==> src/rtl/seg_display_scan.sv <==
// Multiplexed seven-segment controller: accepts a value, converts it to hex or
// decimal (sequential double-dabble), commits digits atomically and scans them out.
module seg_display_scan #(
  parameter int DIGITS      = 4,
  parameter int DATA_W      = 16,
  parameter int REFRESH_DIV = 50000
) (
  input  logic              clk,
  input  logic              rst,
  input  logic              load_valid,
  output logic              load_ready,
  input  logic [DATA_W-1:0] load_data,
  input  logic              load_dec,
  input  logic              blank_lz,
  output logic              busy,
  output logic [7:0]        segments,
  output logic [DIGITS-1:0] an
);
  localparam int BW = 4*DIGITS + 4;
  localparam int HW = (DATA_W > 4*DIGITS) ? DATA_W : 4*DIGITS;
  localparam int IW = (DIGITS > 1) ? $clog2(DIGITS) : 1;
  localparam int DW = $clog2(REFRESH_DIV);
  localparam int CW = $clog2(DATA_W + 1);

  typedef enum logic [1:0] {IDLE, HEX, DEC, COMMIT} state_e;

  state_e                  state_q, state_d;
  logic [DATA_W-1:0]       data_q, data_d;
  logic                    dec_q, dec_d, pend_blank_q, pend_blank_d;
  logic [BW-1:0]           bcd_q, bcd_d, bcd_adj;
  logic                    sticky_q, sticky_d;
  logic [CW-1:0]           cnt_q, cnt_d;
  logic [DIGITS-1:0][3:0]  dig_q, dig_d;
  logic                    ovf_q, ovf_d, blank_q, blank_d;
  logic [DW-1:0]           div_q, div_d;
  logic [IW-1:0]           idx_q, idx_d;
  logic [DIGITS-1:0]       an_q, an_d;
  logic [7:0]              seg_q, seg_d;
  logic [HW-1:0]           hex_ext;
  logic                    hex_ovf;
  logic [DIGITS-1:0]       lz;
  logic                    nz;

  function automatic logic [7:0] glyph(input logic [3:0] v);
    case (v)
      4'h0: glyph = 8'hC0;  4'h1: glyph = 8'hF9;  4'h2: glyph = 8'hA4;  4'h3: glyph = 8'hB0;
      4'h4: glyph = 8'h99;  4'h5: glyph = 8'h92;  4'h6: glyph = 8'h82;  4'h7: glyph = 8'hF8;
      4'h8: glyph = 8'h80;  4'h9: glyph = 8'h90;  4'hA: glyph = 8'h88;  4'hB: glyph = 8'h83;
      4'hC: glyph = 8'hC6;  4'hD: glyph = 8'hA1;  4'hE: glyph = 8'h86;  default: glyph = 8'h8E;
    endcase
  endfunction

  assign load_ready = (state_q == IDLE);
  assign busy       = (state_q != IDLE);
  assign segments   = seg_q;
  assign an         = an_q;

  assign hex_ext = HW'(data_q);
  assign hex_ovf = (hex_ext >> (4*DIGITS)) != '0;

  always_comb begin
    bcd_adj = '0;
    for (int i = 0; i <= DIGITS; i++)
      bcd_adj[4*i +: 4] = (bcd_q[4*i +: 4] >= 4'd5) ? bcd_q[4*i +: 4] + 4'd3 : bcd_q[4*i +: 4];
  end

  always_comb begin
    state_d      = state_q;
    data_d       = data_q;
    dec_d        = dec_q;
    pend_blank_d = pend_blank_q;
    bcd_d        = bcd_q;
    sticky_d     = sticky_q;
    cnt_d        = cnt_q;
    dig_d        = dig_q;
    ovf_d        = ovf_q;
    blank_d      = blank_q;
    case (state_q)
      IDLE: if (load_valid) begin
        data_d       = load_data;
        dec_d        = load_dec;
        pend_blank_d = blank_lz;
        bcd_d        = '0;
        sticky_d     = 1'b0;
        cnt_d        = '0;
        state_d      = load_dec ? DEC : HEX;
      end
      HEX: state_d = COMMIT;
      DEC: begin
        // a bit leaving the top nibble means the value is far past 10^DIGITS
        bcd_d    = {bcd_adj[BW-2:0], data_q[DATA_W-1]};
        sticky_d = sticky_q | bcd_adj[BW-1];
        data_d   = data_q << 1;
        cnt_d    = cnt_q + CW'(1);
        if (cnt_q == CW'(DATA_W - 1)) state_d = COMMIT;
      end
      default: begin
        state_d = IDLE;
        blank_d = pend_blank_q;
        if (dec_q) begin
          for (int i = 0; i < DIGITS; i++) dig_d[i] = bcd_q[4*i +: 4];
          ovf_d = sticky_q | (bcd_q[BW-1 -: 4] != 4'd0);
        end else begin
          for (int i = 0; i < DIGITS; i++) dig_d[i] = hex_ext[4*i +: 4];
          ovf_d = hex_ovf;
        end
      end
    endcase
  end

  always_comb begin
    div_d = div_q + DW'(1);
    idx_d = idx_q;
    if (div_q == DW'(REFRESH_DIV - 1)) begin
      div_d = '0;
      idx_d = (idx_q == IW'(DIGITS - 1)) ? '0 : idx_q + IW'(1);
    end
  end

  // leading-zero mask: a digit blanks when it and everything above it are zero
  always_comb begin
    nz = 1'b0;
    lz = '0;
    for (int i = DIGITS - 1; i >= 0; i--) begin
      nz    = nz | (dig_q[i] != 4'd0);
      lz[i] = blank_q & ~nz & (i != 0);
    end
    an_d = ~(DIGITS'(1) << idx_q);
    if (ovf_q)           seg_d = 8'hBF;
    else if (lz[idx_q])  seg_d = 8'hFF;
    else                 seg_d = glyph(dig_q[idx_q]);
  end

  always_ff @(posedge clk or negedge rst) begin
    if (!rst) begin
      state_q      <= IDLE;
      data_q       <= '0;
      dec_q        <= 1'b0;
      pend_blank_q <= 1'b0;
      bcd_q        <= '0;
      sticky_q     <= 1'b0;
      cnt_q        <= '0;
      dig_q        <= '0;
      ovf_q        <= 1'b0;
      blank_q      <= 1'b0;
      div_q        <= '0;
      idx_q        <= '0;
      an_q         <= '1;
      seg_q        <= 8'hFF;
    end else begin
      state_q      <= state_d;
      data_q       <= data_d;
      dec_q        <= dec_d;
      pend_blank_q <= pend_blank_d;
      bcd_q        <= bcd_d;
      sticky_q     <= sticky_d;
      cnt_q        <= cnt_d;
      dig_q        <= dig_d;
      ovf_q        <= ovf_d;
      blank_q      <= blank_d;
      div_q        <= div_d;
      idx_q        <= idx_d;
      an_q         <= an_d;
      seg_q        <= seg_d;
    end
  end
endmodule

==> config.mk <==
export PLATFORM = sky130hd
export DESIGN_NAME = seg_display_scan
export DESIGN_NICKNAME = d
export VERILOG_FILES = /design/src/rtl/seg_display_scan.sv
export SDC_FILE = /design/constraint.sdc
export NUM_CORES = 1
export LEC_CHECK = 0
export CAP_MARGIN = 20
export CORE_UTILIZATION = 30
export CTS_CLUSTER_SIZE = 40
export DETAILED_ROUTE_END_ITERATION = 8
export GPL_TIMING_DRIVEN = 0
export PLACE_DENSITY_LB_ADDON = 0.15
export SYNTH_ARGS = -nofsm -noshare
export SYNTH_HDL_FRONTEND = slang
export SYNTH_SLANG_ARGS = --single-unit
==> constraint.sdc <==
create_clock -name clk -period 2.2 [get_ports clk]
set_input_delay 0.22 -clock clk [delete_from_list [all_inputs] [get_ports clk]]
set_output_delay 0.22 -clock clk [all_outputs]
set_load 0.01 [all_outputs]
**Word level (Yosys, flattened, before mapping)**

Memory sizes are Yosys's and may differ from the RTL's.
Cells that the tools add are included.

- Bits of input ports: 21
- Word-level logic and storage cells: 89
- Register bits: 94
- Output and inout bits: 14
- Memory bits (read-only): 112
- Bits in latches: 0
- Memories kept: 1
- Bits in writable memories: 0

- $mul: 0
- Add/subtract/negate cells: 8
- Bitwise operators: 11
- Reductions and logical operators: 11
- Shift operators: 1
- Magnitude comparators: 6
- Div/mod/pow operators: 0
- Eq/ne operators: 7
- Multiplexer cells: 27

Memory list:

| name | depth | bits a word | read ports | clocked after Yosys merged registers in | wr ports | line | RTL |
|---|---|---|---|---|---|---|---|
| (no name shown) | 16 | 7 | 1 | 0 | 0 | 45 | `case (v)` |

Operators by type and width:

| cell | number |
|---|---|
| $mux W16 | 3 |
| $pmux W20 S2 | 1 |
| $pmux W16 S2 | 1 |
| $mux W4 | 6 |
| $add A4 B2 Y4 const B | 5 |
| $ge A4 B3 Y1 const B | 5 |
| $mux W20 | 1 |
| $add A16 B1 Y16 const B | 1 |
| $eq A16 B16 Y1 const B | 1 |
| $mux W8 | 2 |
| $reduce_bool A4 Y1 | 4 |
| $pmux W5 S2 | 1 |
| $bmux W4 S2 | 1 |
| $mux W2 | 4 |
| $pmux W2 S3 | 1 |
| $reduce_and A2 Y1 | 3 |
| $add A5 B1 Y5 const B | 1 |
| $eq A5 B4 Y1 const B | 1 |
| $mux W5 | 1 |
| $eq A2 B2 Y1 const B | 2 |
| $ne A2 B2 Y1 const B | 2 |
| $not A4 Y4 | 1 |
| $or A1 B1 Y1 | 4 |
| $reduce_bool A2 Y1 | 2 |
| other kinds (11) | 17 |

**Logic depth before layout (Yosys ltp)**

- Depth in word-level cells: 9
- Gate-level depth with buffers: 9
- Mapped depth without buffers: 7

**Worst setup path before layout**

Ideal clock, no wire load.

- Path kind: flip-flop to flip-flop
- From: register idx_q[0]
- To: register seg_q[0] (netlist: segments[0])
- Cell stages (with the launch flop): 10
- Setup time: 79 ps
- Path slack: 111 ps
- Data required time: 2121 ps
- Clock period less this slack: 2089 ps
- Arrival: 2010 ps
- Buffers on the path: 2
- Cells stage by stage: dfrtp_1 -> buf_6 -> clkbuf_8 -> mux4_2 -> inv_1 -> ha_1 -> nor4b_1 -> nor3_1 -> a22oi_1 -> o21ai_0

- Word-level cells in the longest chain between the ends: 5
- Elaborated cells between the ends (all ways): 7
- Those cells by class: mux (6); memory (1)

RTL lines:

| what | line | RTL |
|---|---|---|
| from (decl) | 36 | `logic [IW-1:0] idx_q, idx_d;` |
| from (signal assigned) | 162 | `idx_q <= idx_d;` |
| $bmux W4 S2 | 131 | `else seg_d = glyph(dig_q[idx_q]);` |
| $mux W4 (implied by the code) | 131 |  |
| $mem_v2 Z16 W7 | -- |  |
| $mux W8 * | 130 | `else if (lz[idx_q]) seg_d = 8'hFF;` |
| $mux W8 * | 129 | `if (ovf_q) seg_d = 8'hBF;` |
| net seg_d[0] | 38 | `logic [7:0] seg_q, seg_d;` |
| to (signal assigned) | 164 | `seg_q <= seg_d;` |
| to (decl) | 38 |  |

Mark *: on every way through the listed nets, which the timed path passes. The rest lies on a longest branch. The select of a mux whose other input is x is not followed.
A chain may end at the register's enable or synchronous reset.

**Worst setup path in the final report**

- From: register state_q[0]
- To: output port busy

- Word-level cells in the longest chain between the ends: 1

RTL lines:

| what | line | RTL |
|---|---|---|
| from (decl) | 27 | `state_e state_q, state_d;` |
| from (signal assigned) | 151 | `state_q <= state_d;` |
| $reduce_bool A2 Y1 | 54 | `assign busy = (state_q != IDLE);` |
| to (decl) | 15 | `output logic busy,` |

Every way passes these cells.

==> metrics <==
status finished clean; Worst Clk Skew 0.006918 ns; worst hold path type input pin to asynchronous set/reset pin; total track usage 14.72%; Cells after Synth 511; Synth Area in Simple Gates 13.94%; die area 17180 µm²; Synth warnings 0; CP Max Fanout 9; initial core utilization 31.13%; Final Max Slew Viols 0; RSZ-0062 raised after global routing true; Slew headroom 59.75%; count leader, synth dfrtp_1; CTS buffer count 9; row count 46; DRT iter0 DRCs 162; fraction of layout cells with a size suffix above 1 12.15%; Setup TNS Final 0 ns; share of the synthesized area in the top cell type 41.05%; XOR/XNOR Fraction of Synth Area 3.855%; clock-pin slew on the worst setup and hold paths 0.06 ns; final setup fails 0; worst setup path endpoint busy; static leakage 2.572 nW; #FFs+latches synth 93; Area growth, synth to finish 20.83%; chip width 131.1 µm; vias in the first global route 3783; Reg-to-Reg End bcd_q[12]$_DFFE_PN0P_; post-synthesis mux area share 10.74%; slew of the pin with the lowest slew margin 0.6037 ns; adder-cell share of the synthesized area 7.009%; Routed Antenna Nets 0; top post-synthesis cells by area dfrtp_1, mux2i_1, ha_1, dfstp_2, o21ai_0; WS Path Type flop to output pin; Synth async-reset ratio 100.0%; first-pass GRT wire length 19.19 mm; Syn Std Cell Area 4999 µm²; NumNets Final 612; DR vias 3774; Via density 4.814; initial antenna violation count 0; largest family of logic cells by synthesized area simple AND/OR/NAND/NOR gates; syn nets 560; sequential area share after synthesis 46.83%; crit start category flop; Max-Cap Viols 0; worst hold slack 0.4135 ns; crit share post-route 97.85%; clk sinks 93; Vert. Die Dim 131.1 µm; reg2reg start state_q[0]$_DFFE_PN0P_; Power Density 1190 nW/µm²; # DRC 0; Crit. End Element output pin; worst reg-to-reg setup slack 0.12 ns; maximum vdd ir drop 0.4497 mV; final hold vios 0; gpl congestion 0.7731; Final min period 2.153 ns; later-pin clock latency in the skew report 0.34 ns; HPWL after detailed placement 8.344 mm; fillers 1613; gr ovfl total 0; Max Fclk 464.5 MHz; CP arrival 1.93 ns; largest net degree at the start of global routing 55; diode count 0; Pre-Repair DR Iteration Count 4; Avg Inst Size Synth 9.782 µm²; Total Wirelength 11.49 mm; port bufs 33; worst path required time 1.98 ns; WL/cell 14.66 µm; Synth area leader dfrtp_1; htree depth 3; Distinct cells, synth 46; critical path launch point state_q[0]$_DFFE_PN0P_; ys flop type dfrtp_1; Post-synth top cells dfrtp_1, nand2_1, o21ai_0; compound-gate portion of the synthesized area 12.99%; num ports 35; CTS tree yes; Worst Reg-to-Reg Cells 7; Core Box Area 16060 µm²; EDFF count, synth 0; root buf cell clkbuf_16; largest buffer count on any clock path 2
## how the worst min path moves through the flow
stage / from / endpoint / slack [ns]
floorplan: rst / bcd_q[0]$_DFFE_PN0P_ / -0.08
global placement: cnt_q[4]$_DFFE_PN0P_ / cnt_q[4]$_DFFE_PN0P_ / 0.47
detailed placement: rst / div_q[7]$_DFF_PN0_ / 0.26
CTS: rst / div_q[7]$_DFF_PN0_ / 0.44
global route: rst / div_q[9]$_DFF_PN0_ / 0.46
finish: rst / div_q[7]$_DFF_PN0_ / 0.41
## cell usage in the layout, fill, tap and decap left out, types with 7 or more instances in the layout
| cell | n |
|---|---|
| buf_4 | 8 |
| dfrtp_1 | 82 |
| clkbuf_16 | 9 |
| inv_1 | 26 |
| o21ai_0 | 50 |
| nand3_1 | 11 |
| nand2_1 | 68 |
| clkbuf_1 | 7 |
| clkbuf_2 | 7 |
| mux2i_1 | 39 |
| nor3_1 | 13 |
| xnor2_1 | 12 |
| dfstp_2 | 11 |
| a21oi_1 | 33 |
| nand2b_1 | 8 |
| xor2_1 | 10 |
| clkdlybuf4s50_1 | 32 |
| o31ai_1 | 7 |
| nor2_1 | 35 |
| mux2_2 | 7 |
| ha_1 | 26 |
## worst max-delay path, stage by stage, from the launching register on
cell             delay (ns)
dfrtp_1                0.41
inv_1                  0.08
ha_1                   0.21
buf_2                  0.18
inv_1                  0.16
clkdlybuf4s50_1        0.56
## metal layers
layer | share of wire (%) | GRT usage [%]
met1 | 48 | 19.66
met2 | 47 | 23.47
met3 | 3.0 | 2.557
met4 | 1.3 | 6.288
met5 | 0 | 0
## power breakdown
part	leakage, nW	total, mW	internal [mW]	switching (mW)
combinational	1.24	2.79	1.18	1.60
sequential	1.17	2.68	2.23	0.450
clock	0.163	1.72	1.06	0.664
## cell families (layout without fill, tap and decap cells)
family | after synthesis | after routing
other | 1 | 1
buffers and inverters | 51 | 108
multiplexers | 49 | 49
AND/OR/NAND/NOR | 154 | 154
flip-flops | 93 | 93
XOR/XNOR | 22 | 22
adder cells (fa/ha/maj) | 28 | 28
AO/OA/AOI/OAI | 113 | 113
## per-stage QoR
stage | power, mW | worst slack [ns] | cells | util (%) | cell area (µm²)
floorplan | 4.474 | 0.1114 | 511 | - | 4999
finish | 7.186 | 0.04738 | 784 | 37.61 | 6040
CTS | 7.268 | 0.002535 | 779 | 37.28 | 5987
global placement | 5.401 | -2.751 | 760 | 34.87 | 5599
global route | 7.722 | -0.08009 | 784 | 37.61 | 6040
detailed placement | 5.459 | -0.2064 | 761 | 35.02 | 5624
## final cells by class
class                   count  area (µm²)  share of cell area [%]
multi-input cells         367        2451                   40.58
flip-flops and latches     93        2341                   38.76
repair buffers             41       410.4                   6.795
well taps                 216       270.3                   4.475
clock buffers              12       256.5                   4.247
plain buffers              23       132.6                   2.196
inverters                  28       107.6                   1.782
clock inverters             4       70.07                   1.160
## state kept, by name, summed over array words and instances (netlist names)
| name | flops |
|---|---|
| div_q | 16 |
| cnt_q | 5 |
| segments | 7 |
| dig_q | 16 |
| data_q | 16 |
| dec_q | 1 |
| blank_q | 1 |
| bcd_q | 20 |
| state_q | 2 |
| an | 4 |
| ovf_q | 1 |
| pend_blank_q | 1 |
| sticky_q | 1 |
| idx_q | 2 |
## repair_timing
item	in CTS	in global routing
endpoints found under the hold margin	39	0
setup endpoints to repair	20	29
resized for setup	9	9
buffers inserted	1	5
hold buffers	1	0
pin swaps	0	2
Power figures use the tool's default switching activity.
